--- src/rtl/rr_storage_pkg.sv ---
// Shared types and constants for the record-mode storage backend.
package rr_storage_pkg;

    localparam int unsigned RR_ADDR_W     = 64;
    localparam int unsigned RR_SIZE_W     = 32;
    localparam int unsigned RR_BEAT_BYTES = 64;

    // Host buffer descriptor as held in the descriptor queue.
    typedef struct packed {
        logic [RR_ADDR_W-1:0] addr;
        logic [RR_SIZE_W-1:0] size;
    } rr_desc_t;

    typedef enum logic [1:0] {
        ST_IDLE,
        ST_LOAD,
        ST_ACTIVE,
        ST_RETIRE
    } rr_state_t;

    // Round a byte count down to a whole number of write beats.
    function automatic logic [RR_SIZE_W-1:0] rr_beat_trunc(input logic [RR_SIZE_W-1:0] s);
        return s & ~RR_SIZE_W'(RR_BEAT_BYTES - 1);
    endfunction

endpackage

--- src/rtl/rr_desc_fifo.sv ---
// Register-based first-word-fall-through descriptor FIFO with synchronous clear.
module rr_desc_fifo
    import rr_storage_pkg::*;
#(
    parameter int unsigned DEPTH = 4
) (
    input  logic                   clk,
    input  logic                   rst,
    input  logic                   clear,
    input  logic                   push,
    input  rr_desc_t               din,
    input  logic                   pop,
    output rr_desc_t               dout,
    output logic                   full,
    output logic                   empty,
    output logic [$clog2(DEPTH):0] count
);

    localparam int unsigned PTR_W = $clog2(DEPTH);
    localparam int unsigned CNT_W = PTR_W + 1;

    rr_desc_t         mem [DEPTH];
    logic [PTR_W-1:0] rd_ptr;
    logic [PTR_W-1:0] wr_ptr;
    logic             wr_en;
    logic             rd_en;

    assign full  = (count == CNT_W'(DEPTH));
    assign empty = (count == '0);
    assign wr_en = push & ~full;
    assign rd_en = pop & ~empty;
    assign dout  = mem[rd_ptr];

    // Storage array; no reset needed since count gates visibility.
    always_ff @(posedge clk) begin
        if (wr_en) begin
            mem[wr_ptr] <= din;
        end
    end

    // Pointer and occupancy tracking; clear drops stored entries but keeps a same-cycle push.
    always_ff @(posedge clk or posedge rst) begin
        if (rst) begin
            rd_ptr <= '0;
            wr_ptr <= '0;
            count  <= '0;
        end else begin
            if (wr_en) begin
                wr_ptr <= wr_ptr + PTR_W'(1);
            end
            if (clear) begin
                rd_ptr <= wr_ptr;
                count  <= CNT_W'(wr_en);
            end else begin
                if (rd_en) begin
                    rd_ptr <= rd_ptr + PTR_W'(1);
                end
                if (wr_en && !rd_en) begin
                    count <= count + CNT_W'(1);
                end else if (!wr_en && rd_en) begin
                    count <= count - CNT_W'(1);
                end
            end
        end
    end

endmodule

--- src/rtl/rr_buf_desc_sched.sv ---
// Host-buffer descriptor scheduler: queues descriptors, feeds the writeback engine, retires buffers.
module rr_buf_desc_sched
    import rr_storage_pkg::*;
#(
    parameter int unsigned ADDR_WIDTH = 64,
    parameter int unsigned SIZE_WIDTH = 32,
    parameter int unsigned DEPTH      = 4
) (
    input  logic                   clk,
    input  logic                   rst,
    input  logic                   desc_valid,
    output logic                   desc_ready,
    input  logic [ADDR_WIDTH-1:0]  desc_addr,
    input  logic [SIZE_WIDTH-1:0]  desc_size,
    output logic [ADDR_WIDTH-1:0]  buf_addr,
    output logic [SIZE_WIDTH-1:0]  buf_size,
    output logic                   buf_update,
    input  logic                   beat_done,
    input  logic                   finish,
    output logic                   done_valid,
    input  logic                   done_ready,
    output logic [ADDR_WIDTH-1:0]  done_addr,
    output logic [SIZE_WIDTH-1:0]  done_bytes,
    output logic                   done_last,
    output logic                   irq,
    output logic                   stall,
    output logic                   err_overrun,
    output logic [$clog2(DEPTH):0] q_count
);

    rr_state_t             state;
    rr_desc_t              cur;
    rr_desc_t              head;
    rr_desc_t              in_desc;
    logic                  fin_pend;
    logic                  fin_now;
    logic [SIZE_WIDTH-1:0] cnt;
    logic [SIZE_WIDTH-1:0] cnt_next;
    logic                  fifo_full;
    logic                  fifo_empty;
    logic                  fifo_push;
    logic                  fifo_pop;
    logic                  fifo_clear;
    logic                  push_acc;
    logic                  bypass;

    assign in_desc.addr = RR_ADDR_W'(desc_addr);
    assign in_desc.size = rr_beat_trunc(RR_SIZE_W'(desc_size));

    assign desc_ready = ~fifo_full;
    assign push_acc   = desc_valid & ~fifo_full;
    // A push into an empty queue while idle goes straight to LOAD instead of being stored.
    assign bypass     = (state == ST_IDLE) & fifo_empty & push_acc;
    assign fifo_push  = push_acc & ~bypass;
    assign fifo_pop   = (state == ST_IDLE) & ~fifo_empty;
    assign fifo_clear = (state == ST_RETIRE) & done_valid & done_ready & done_last;
    assign fin_now    = finish | fin_pend;
    assign cnt_next   = cnt + (beat_done ? SIZE_WIDTH'(RR_BEAT_BYTES) : SIZE_WIDTH'(0));
    assign stall      = (state == ST_IDLE) & fifo_empty;

    rr_desc_fifo #(.DEPTH(DEPTH)) u_fifo (
        .clk   (clk),
        .rst   (rst),
        .clear (fifo_clear),
        .push  (fifo_push),
        .din   (in_desc),
        .pop   (fifo_pop),
        .dout  (head),
        .full  (fifo_full),
        .empty (fifo_empty),
        .count (q_count)
    );

    // Scheduler FSM with beat counter, buffer config and completion registers.
    always_ff @(posedge clk or posedge rst) begin
        if (rst) begin
            state       <= ST_IDLE;
            cur         <= '0;
            fin_pend    <= 1'b0;
            cnt         <= '0;
            buf_addr    <= '0;
            buf_size    <= '0;
            buf_update  <= 1'b0;
            done_valid  <= 1'b0;
            done_addr   <= '0;
            done_bytes  <= '0;
            done_last   <= 1'b0;
            irq         <= 1'b0;
            err_overrun <= 1'b0;
        end else begin
            buf_update <= 1'b0;
            irq        <= 1'b0;
            if (beat_done && state != ST_ACTIVE) begin
                err_overrun <= 1'b1;
            end
            case (state)
                ST_IDLE: begin
                    if (!fifo_empty) begin
                        cur      <= head;
                        fin_pend <= fin_now;
                        state    <= ST_LOAD;
                    end else if (bypass) begin
                        cur      <= in_desc;
                        fin_pend <= fin_now;
                        state    <= ST_LOAD;
                    end else if (fin_now) begin
                        done_addr  <= '0;
                        done_bytes <= '0;
                        done_last  <= 1'b1;
                        done_valid <= 1'b1;
                        fin_pend   <= 1'b0;
                        state      <= ST_RETIRE;
                    end
                end
                ST_LOAD: begin
                    buf_addr <= ADDR_WIDTH'(cur.addr);
                    buf_size <= SIZE_WIDTH'(cur.size);
                    cnt      <= '0;
                    if (cur.size == '0) begin
                        done_addr  <= ADDR_WIDTH'(cur.addr);
                        done_bytes <= '0;
                        done_last  <= fin_now;
                        done_valid <= 1'b1;
                        fin_pend   <= 1'b0;
                        state      <= ST_RETIRE;
                    end else begin
                        buf_update <= 1'b1;
                        fin_pend   <= fin_now;
                        state      <= ST_ACTIVE;
                    end
                end
                ST_ACTIVE: begin
                    cnt <= cnt_next;
                    if (fin_now || cnt_next == buf_size) begin
                        done_addr  <= buf_addr;
                        done_bytes <= cnt_next;
                        done_last  <= fin_now;
                        done_valid <= 1'b1;
                        fin_pend   <= 1'b0;
                        state      <= ST_RETIRE;
                    end
                end
                ST_RETIRE: begin
                    fin_pend <= fin_now;
                    if (done_ready) begin
                        done_valid <= 1'b0;
                        irq        <= 1'b1;
                        state      <= ST_IDLE;
                    end
                end
                default: state <= ST_IDLE;
            endcase
        end
    end

endmodule
--- config.mk ---
export PLATFORM = sky130hd
export DESIGN_NAME = rr_buf_desc_sched
export DESIGN_NICKNAME = d
export VERILOG_FILES = /design/src/rtl/rr_storage_pkg.sv /design/src/rtl/rr_desc_fifo.sv /design/src/rtl/rr_buf_desc_sched.sv
export SDC_FILE = /design/constraint.sdc
export NUM_CORES = 1
export LEC_CHECK = 0
export CORE_ASPECT_RATIO = 1.4
export CORE_MARGIN = 2
export CORE_UTILIZATION = 55
export DETAILED_ROUTE_END_ITERATION = 8
export DONT_BUFFER_PORTS = 1
export PLACE_DENSITY_LB_ADDON = 0.12
export SYNTH_ARGS = -nofsm -noshare
export SYNTH_HDL_FRONTEND = slang
export SYNTH_HIERARCHICAL = 1
export SYNTH_SLANG_ARGS = --single-unit
--- constraint.sdc ---
create_clock -name clk -period 20.7 [get_ports clk]
set_clock_uncertainty 0.1 [all_clocks]
set_input_delay 2.07 -clock clk [delete_from_list [all_inputs] [get_ports clk]]
set_output_delay 2.07 -clock clk [all_outputs]
set_load 0.05 [all_outputs]
==> results of run 1 <==
## final cells by class
type	instances	area [sq um]
fillers	4141	21200
inverters	119	454
flip-flops and latches	719	19900
repair buffers	22	165
multi-input cells	1180	9450
well taps	721	902
clock inverters	31	263
clock buffers	98	1980
## sequential cells by signal, summed over array words and instances (netlist names), 2 cells and up
name	flops
buf_addr	64
buf_size	32
cnt	32
cur	96
done_addr	64
done_bytes	32
state	2
u_fifo/count	3
u_fifo/mem	384
u_fifo/rd_ptr	2
u_fifo/wr_ptr	2
## kinds of logic (layout without fill, tap and decap cells)
| kind of cell | Yosys count | after routing | share of synthesized area (%) |
|---|---|---|---|
| xor gates and xnor gates | 56 | 56 | 1.66 |
| muxes | 324 | 324 | 15.2 |
| DFF | 719 | 719 | 65.7 |
| other | 1 | 24 | 0.0124 |
| and+or+nand+nor | 437 | 437 | 6.77 |
| adders and majority gates | 12 | 12 | 0.520 |
| AOI/OAI and AO/OA | 327 | 327 | 6.54 |
| buffers and inverters | 250 | 270 | 3.67 |
## synth_stat cells (all sizes together), types with 11 or more instances
library cell,number
o21ai,91
xnor2,40
edfxtp,384
dfrtp,335
and2,17
mux2,116
nand2,178
mux2i,112
clkbuf,81
nor3,12
a21oi,110
xor2,15
ha,11
and3,12
nand3,14
a21boi,65
buf,50
inv,119
nand4,19
nor2,133
nor4,14
mux4,96
o22ai,17
## power by group through the flow
stage / clock network, mW / registers [mW] / logic, mW
3_5_place_dp: 0 / 2.72 / 1.64
5_1_grt: 1.33 / 2.73 / 1.79
6_report: 1.25 / 2.68 / 1.62
2_1_floorplan: 0 / 2.58 / 1.34
3_3_place_gp: 0 / 2.70 / 1.60
4_1_cts: 1.28 / 2.69 / 1.65
## worst max-delay path: cells and delay by family
family / cells / cell delay, ns
adder cells (fa/ha/maj): 2 / 0.40
AND/OR/NAND/NOR: 5 / 1.95
buffers and inverters: 2 / 1.33
AO/OA/AOI/OAI: 2 / 0.39
multiplexers: 2 / 0.64
## layer usage
| layer | global-route usage, % | share of wire, % | vias up |
|---|---|---|---|
| li1 | - | - | 7680 |
| met1 | 29.9 | 39 | 8761 |
| met2 | 42.1 | 51 | 442 |
| met3 | 5.43 | 6.1 | 128 |
| met4 | 9.79 | 3.5 | 0 |
| met5 | 0 | 0 | - |
## stage by stage
step / setup WS, ns / util [%]
2_1_floorplan: 9.45 / -
3_3_place_gp: 13.43 / 56.9
3_5_place_dp: 13.40 / 56.9
4_1_cts: 14.04 / 61.0
5_1_grt: 13.76 / 61.0
6_report: 14.10 / 61.0
## worst max path at each step
stage	startpoint	end	slack, ns	cells past startpoint
after detailed placement	beat_done	done_bytes[13]	13.40	13
after CTS	beat_done	done_bytes[14]	14.04	13
after global routing	beat_done	done_bytes[14]	13.76	13
final	beat_done	done_bytes[14]	14.10	13
after floorplan	rst	buf_addr[0]	9.45	1
after global placement	beat_done	done_bytes[10]	13.43	13
## layout by cell type, fill, tap and decap left out, drive strengths merged, types with 4 or more instances in the layout
master / instances
o21ai: 91
edfxtp: 384
and3: 12
nand4: 19
and2: 17
xor2: 15
buf: 22
ha: 11
conb: 24
mux2: 116
or2: 4
nor3b: 10
mux4: 96
a21oi: 110
and4: 6
nand3: 14
a21boi: 65
nor3: 12
nor2: 133
o22ai: 17
nand2: 178
nand2b: 4
clkinv: 21
nor2b: 4
clkbuf: 98
nor4: 14
a211oi: 4
dfrtp: 335
inv: 123
mux2i: 112
a22o: 6
xnor2: 40
==> impl_metrics.json, run 1 <==
{
  "relSlewSlack_pct": 24.2,
  "synth_warnings": 6,
  "synthDominantCellAreaShare_pct": 38.0,
  "r2r_slack_ns": 15.15,
  "finalSetupViolCount": 0,
  "synthFlopType": "edfxtp_1",
  "powerDensity_nw_per_um2": 167,
  "hold_ws_ns": 0.384,
  "antenna_found_initial": 1,
  "syn_area_sq_um": 30300,
  "synth_edf_count": 384,
  "routed_wl_um": 68400,
  "power_frac_clock_pct": 22.5,
  "syn_avg_cell_area_sq_um": 14.3,
  "ys_ff_latch": 719,
  "dieWidth_um": 202,
  "ant_nets": 0,
  "htreeDepth": 3,
  "regToRegStartpoint": "buf_size[2]",
  "final_max_slew_viol_count": 0,
  "ys_seq_area_share_pct": 65.7,
  "arrival_ns": 6.97,
  "cts_tree": "done",
  "numCtsBuffers": 70,
  "drc": 0,
  "io_pins": 304,
  "overflow": 0,
  "path_class": "input pin to flop",
  "grt_setup_unrepaired": "false",
  "status": "complete, no violations",
  "wl_per_cell_um": 23.7,
  "max_slew.worst_pin.slew_ns": 1.14,
  "clkSinkCount": 719,
  "period_minus_slack_ns": 6.60,
  "power_frac_seq_pct": 48.3,
  "firstDrtPassIters": 5,
  "diodes": 0,
  "route.vias.total": 17000,
  "grt_start_max_net_pins": 85,
  "finalInstanceArea_sq_um": 33100,
  "worstHoldPathCells": 2,
  "min-delay-start": "cur[76]",
  "fin_crit_sh_pct": 31.9,
  "final_hold_viol_count": 0,
  "drive_above_1_share_pct": 16.9,
  "track_usage_pct": 24.4,
  "worstHoldPathType": "flop to flop",
  "path_cells": "ha_1 -> ha_1 -> nand4_1 -> nor2_1 -> nand4_1 -> mux2i_1 -> o211ai_1 -> nor4_2 -> a211oi_2 -> nor3b_4 -> buf_4 -> buf_4 -> mux2_2",
  "grt_pass1_vias": 17900,
  "p_total_mw": 5.54,
  "cts_hold_buf": 0,
  "yosys.cell_types.count": 78,
  "fmax_ghz": 0.152,
  "cp.required_ns": 21.08,
  "post_cts_buffers": 0,
  "cp-start-kind": "input pin",
  "start_util_pct": 55.8,
  "cpMaxStageDelayCell": "buf_4",
  "dp_hpwl_um": 43400,
  "cap_violations": 0,
  "end_kind": "flop",
  "p_sw_mw": 2.20,
  "fin_cells": 2890,
  "die_y_um": 282,
  "r2r-end": "done_bytes[14]",
  "nets": 2226,
  "portBuffers": 0,
  "r2r_cells": 10,
  "vdd_drop_max_mv": 0.0934,
  "fin_tns_setup_ns": 0,
  "clkLatencyLatePin_ns": 0.61,
  "crit_fanout": 51,
  "yosysTopAreaCell": "edfxtp_1",
  "dpl_cell_area_sq_um": 30900,
  "syn2layout_area_growth_pct": 9.26,
  "core_sq_um": 54300,
  "synthCells": 2126,
  "placedCellCount": 2761,
  "switching_share_pct": 39.7,
  "p_int_mw": 3.34,
  "combPwrFrac_pct": 29.1,
  "cp_slowest_stage_delay_ns": 0.68,
  "viasPerCell": 5.89,
  "clock-root-buffer": "clkbuf_16",
  "clk_pin_slew_ns": 0.07,
  "grt_pass1_wl_um": 106000,
  "dieArea_sq_um": 57100,
  "cts_resized": 0,
  "core.rowCount": 101,
  "gp_congestion": 0.873,
  "clk_path_buf_depth": 3,
  "initialDrtViolationCount": 940,
  "min_to": "buf_addr[44]",
  "async_flop_share_pct": 46.6,
  "yosys-top-cells-area": "edfxtp_1 (38%), dfrtp_1 (28%), mux4_2 (7.1%)",
  "leakagePower_nw": 12.4
}
No activity file was read; power rests on OpenSTA's default activity.
==> run 2: changes to the inputs <==
clock period = 6.61 ns   (was 20.7 ns; I/O delays follow)
==> run 2 against run 1 <==
  * Critical path depth decreased by 1
  * Critical path type is now flop to flop
  * Power increased to 3.2 times the previous value
  * Highest routed layer unchanged
  * Die area unchanged
  * Sequential power increased to 3.1 times the previous value
  * Register-to-register slack got worse by 13 ns
  * Setup slack got worse by 12 ns
  * Non-clock buffer count increased by 1
  * Hold slack got worse by 0.33 ns
==> impl_metrics.json, run 2 (synthesis results as in run 1) <==
{
  "timing.critical_path.buf_inv": 1,
  "cpMaxStageDelayCell": "a2111oi_0",
  "dieWidth_um": 202,
  "cts_tree": "done",
  "track_usage_pct": 24.3,
  "fin_crit_sh_pct": 72.7,
  "cp_slowest_stage_delay_ns": 0.76,
  "syn2layout_area_growth_pct": 10.1,
  "route.vias.total": 16800,
  "numCtsBuffers": 70,
  "gp_congestion": 0.876,
  "wl_per_cell_um": 23.6,
  "clkSinkCount": 719,
  "nets": 2227,
  "final_hold_viol_count": 0,
  "relSlewSlack_pct": 19.4,
  "r2r_cells": 12,
  "powerDensity_nw_per_um2": 528,
  "clk_path_buf_depth": 3,
  "regToRegStartpoint": "cnt[6]",
  "fillers": 4204,
  "antenna_found_initial": 0,
  "core.rowCount": 101,
  "crit_fanout": 98,
  "fmax_ghz": 0.208,
  "top_register": "u_fifo/mem",
  "cap_violations": 0,
  "end_kind": "flop",
  "grt_start_max_net_pins": 149,
  "finalInstanceArea_sq_um": 33400,
  "drc": 0,
  "grt_pass1_wl_um": 106000,
  "leakagePower_nw": 12.5,
  "final_util_pct": 61.5,
  "worstHoldPathType": "input pin to flop",
  "io_pins": 304,
  "ant_nets": 0,
  "status": "complete, no violations",
  "drive_above_1_share_pct": 17.2,
  "final_common_cell": "edfxtp_1",
  "path_cells": "ha_1 -> ha_1 -> xor2_1 -> xnor2_1 -> nand4_1 -> a2111oi_0 -> nand4_1 -> nor4_2 -> a211oi_2 -> nor3b_4 -> buf_12 -> mux2_2",
  "r2r_slack_ns": 1.81,
  "r2r-end": "done_addr[18]",
  "max_slew.worst_pin.slew_ns": 1.21,
  "diodes": 0,
  "htreeDepth": 3,
  "grt_setup_unrepaired": "false",
  "dp_hpwl_um": 42800,
  "core_sq_um": 54300,
  "start_util_pct": 55.8,
  "hold_ws_ns": 0.0520,
  "largest_reg_flops": 384,
  "min_to": "u_fifo/mem[2][37]",
  "cts_resized": 0,
  "clkLatencyLatePin_ns": 0.60,
  "portBuffers": 0,
  "clock-root-buffer": "clkbuf_16",
  "dieArea_sq_um": 57100,
  "grt_pass1_vias": 17900,
  "path_delay_family": "simple AND/OR/NAND/NOR gates",
  "min-delay-start": "desc_addr[5]",
  "arrival_ns": 5.18,
  "firstDrtPassIters": 5,
  "period_minus_slack_ns": 4.80,
  "routed_wl_um": 68300,
  "final_max_slew_viol_count": 0,
  "path_class": "flop to flop",
  "fin_tns_setup_ns": 0,
  "clk_pin_slew_ns": 0.07,
  "largestRegisters": "u_fifo/mem x384, cur x96",
  "initialDrtViolationCount": 916,
  "dpl_cell_area_sq_um": 31000,
  "finalSetupViolCount": 0,
  "vdd_drop_max_mv": 0.504,
  "viasPerCell": 5.82,
  "worstHoldPathCells": 0,
  "cp.required_ns": 6.99,
  "cp-start-kind": "flop",
  "die_y_um": 282,
  "most-common-layout-cells": "edfxtp_1 (384), dfrtp_1 (333), nand2_1 (178)",
  "overflow": 0
}
==> run 2: worst max path at each step <==
stage | startpoint | endpoint | slack [ns] | cells after the start
6_report | cnt[6] | done_addr[18] | 1.81 | 12
5_1_grt | cnt[6] | done_addr[26] | 1.61 | 12
4_1_cts | buf_size[3] | done_addr[18] | 1.81 | 10
3_5_place_dp | beat_done | done_addr[18] | 1.60 | 12
3_3_place_gp | beat_done | done_addr[18] | 1.62 | 12
2_1_floorplan | rst | buf_addr[0] | 1.47 | 1
==> run 2: what timing repair did <==
item	4_1_cts	5_1_grt
hold endpoints to repair	11	0
hold buffers	1	0
buffers inserted	0	0
==> run 2: per-stage QoR <==
step	total power, mW	setup slack, ns	cells
2_1_floorplan	12.3	1.47	2149
3_3_place_gp	13.5	1.62	2761
3_5_place_dp	13.6	1.60	2761
4_1_cts	17.8	1.81	2892
5_1_grt	18.6	1.61	2892
6_report	17.6	1.81	2892
==> run 2: area by class of cell <==
| cell class | instances | area [sq um] | share of cell area, % |
|---|---|---|---|
| Timing Repair Buffer | 23 | 238 | 0.712 |
| Inverter | 119 | 450 | 1.35 |
| Sequential cell | 719 | 19900 | 59.6 |
| Tap cell | 721 | 902 | 2.70 |
| Multi-Input combinational cell | 1180 | 9450 | 28.3 |
| Clock buffer | 110 | 2200 | 6.59 |
| Clock inverter | 20 | 240 | 0.719 |
==> run 2: power by group <==
group          internal [mW]  leakage [nW]  switching [mW]  total, mW
clock                   2.49          1.21            1.67       4.16
combinational           2.24          3.68            2.86       5.09
sequential              6.02          7.63            2.35       8.38
==> run 2: routing by layer <==
metal	GRT usage [%]	part of all wire, %	vias to the layer above
li1	-	-	7663
met1	29.8	39	8650
met2	42.5	51	429
met3	6.00	6.6	103
met4	7.95	2.8	0
met5	0	0	-
==> run 3: changes to the inputs <==
clock period = 4.6 ns   (was 6.61 ns; I/O delays follow)
==> run 3 against run 2 <==
  * Core utilization is 2.0 points higher
  * Sequential cell count did not move
  * Design area up 3.3%
  * Hold slack worse by 0.013 ns
  * Maximum frequency rose by 13%
  * Register-to-register slack worse by 1.4 ns
  * Critical path type unchanged
  * Global-route usage grew 0.24 points
  * Power increased by 44%
  * First-iteration DRC count increased by 3.3%
  * Largest cell class unchanged
  * Via count grew 3.3%
  * Wire length increased by 1.3%
==> impl_metrics.json, run 3 (synthesis results as in run 1) <==
{
  "nets": 2353,
  "htreeDepth": 3,
  "io_pins": 304,
  "gp_congestion": 0.853,
  "syn2layout_area_growth_pct": 13.8,
  "fin_tns_setup_ns": 0,
  "powerDensity_nw_per_um2": 735,
  "path_class": "flop to flop",
  "largest_reg_flops": 384,
  "grt_pass1_wl_um": 107000,
  "overflow": 0,
  "antenna_found_initial": 5,
  "firstDrtPassIters": 5,
  "max_slew.worst_pin.slew_ns": 1.02,
  "cts_tree": "done",
  "cts_resized": 0,
  "grt_setup_unrepaired": "false",
  "fin_crit_sh_pct": 92.1,
  "leakagePower_nw": 13.0,
  "final_hold_viol_count": 0,
  "track_usage_pct": 24.6,
  "dieWidth_um": 202,
  "viasPerCell": 5.76,
  "cap_violations": 0,
  "fmax_ghz": 0.236,
  "dp_hpwl_um": 43600,
  "start_util_pct": 55.8,
  "final_util_pct": 63.5,
  "die_y_um": 282,
  "vdd_drop_max_mv": 0.607,
  "initialDrtViolationCount": 946,
  "grt_pass1_vias": 18200,
  "clk_pin_slew_ns": 0.06,
  "cpMaxStageDelayCell": "or2_2",
  "core.rowCount": 101,
  "top_register": "u_fifo/mem",
  "wl_per_cell_um": 22.9,
  "fin_ws_ns": 0.364,
  "post-place-ws_ns": 0.254,
  "core_sq_um": 54300,
  "crit_fanout": 25,
  "cp.required_ns": 4.98,
  "worstHoldPathType": "input pin to flop",
  "grt_start_max_net_pins": 164,
  "route.vias.total": 17400,
  "numCtsBuffers": 69,
  "period_minus_slack_ns": 4.24,
  "clkLatencyLatePin_ns": 0.60,
  "portBuffers": 0,
  "fillers": 4074,
  "path_cells": "ha_1 -> ha_1 -> nand4_1 -> or2_2 -> or3_1 -> o31a_1 -> a211oi_2 -> o2111a_2 -> a211oi_2 -> nor3b_4 -> buf_12 -> buf_12 -> mux2_2",
  "end_kind": "flop",
  "status": "complete, no violations",
  "finalInstanceArea_sq_um": 34500,
  "relSlewSlack_pct": 31.9,
  "clkSinkCount": 719,
  "largestRegisters": "u_fifo/mem x384, cur x96",
  "arrival_ns": 4.62,
  "final_common_cell": "edfxtp_1",
  "cp_slowest_stage_delay_ns": 0.41,
  "final_max_slew_viol_count": 0,
  "finalSetupViolCount": 0,
  "drc": 0,
  "most-common-layout-cells": "edfxtp_1 (384), dfrtp_1 (333), nand2_1 (178)",
  "dpl_cell_area_sq_um": 31300,
  "clk_path_buf_depth": 3,
  "drive_above_1_share_pct": 17.3,
  "routed_wl_um": 69100,
  "ant_nets": 0,
  "dieArea_sq_um": 57100,
  "cp-start-kind": "flop",
  "clock-root-buffer": "clkbuf_16"
}
## run 3: changes by cell type in the layout (fill, tap and decap cells not counted), sizes merged
cell / before / now
clkinv: 13 / 20
clkinvlp: 1 / 3
inv: 120 / 123
bufinv: 5 / 2
diode: 0 / 2
dlygate4sd3: 1 / 95
buf: 22 / 55
clkbuf: 110 / 97
## run 3: layout make-up
| cell class | instances | area, sq um | area share [%] |
|---|---|---|---|
| Timing Repair Buffer | 150 | 1580 | 4.57 |
| Clock inverter | 29 | 234 | 0.678 |
| Clock buffer | 97 | 1960 | 5.68 |
| Tap cell | 721 | 902 | 2.61 |
| Inverter | 119 | 450 | 1.31 |
| Multi-Input combinational cell | 1180 | 9450 | 27.4 |
| Antenna cell | 2 | 5.00 | 0.0145 |
| Sequential cell | 719 | 19900 | 57.7 |
## run 3: path summary, 6_finish.rpt
check	slack [ns]	cells past startpoint	start	endpoint
max	0.36	13	cnt[6]	done_addr[53]
min	0.04	2	desc_addr[19]	cur[51]
max reg2reg	0.36	13	cnt[6]	done_addr[53]
min reg2reg	0.40	2	cur[37]	buf_addr[5]
max in group asynchronous	2.83	3	rst	done_addr[21]
min in group asynchronous	0.21	2	rst	u_fifo/wr_ptr[1]
## run 3: routing by layer
layer,vias to the layer above,GRT usage (%),part of all wire (%)
li1,7929,-,-
met1,8964,31.4,41
met2,392,42.8,52
met3,102,4.11,4.6
met4,6,8.38,2.6
met5,-,0,0.055
## run 3: critical path, delay by kind of cell (launching register included)
kind | cells | cell delay (ns)
DFF | 1 | 0.38
adders and majority gates | 2 | 0.44
and+or+nand+nor | 4 | 1.38
muxes | 1 | 0.36
AOI/OAI and AO/OA | 4 | 0.95
buffers and inverters | 2 | 0.45
## run 3: per-stage QoR
step	power (mW)	hold WS, ns	std cells
after global routing	26.7	0.0534	3017
final	25.4	0.0391	3017
after global placement	19.7	0.205	2794
after CTS	25.6	0.0183	3015
after floorplan	17.6	0.163	2149
after detailed placement	20.0	0.208	2794
## run 3: report_power, final
group	internal, mW	switching [mW]	total [mW]
clock	3.12	2.40	5.52
sequential	8.64	3.23	11.9
combinational	3.55	4.42	7.96
total	15.3	10.1	25.4
## run 3: what timing repair did
item                       CTS  global route
setup endpoints to repair    0             0
hold endpoints to repair   491             0
hold buffers                95             0
setup buffers                0             0
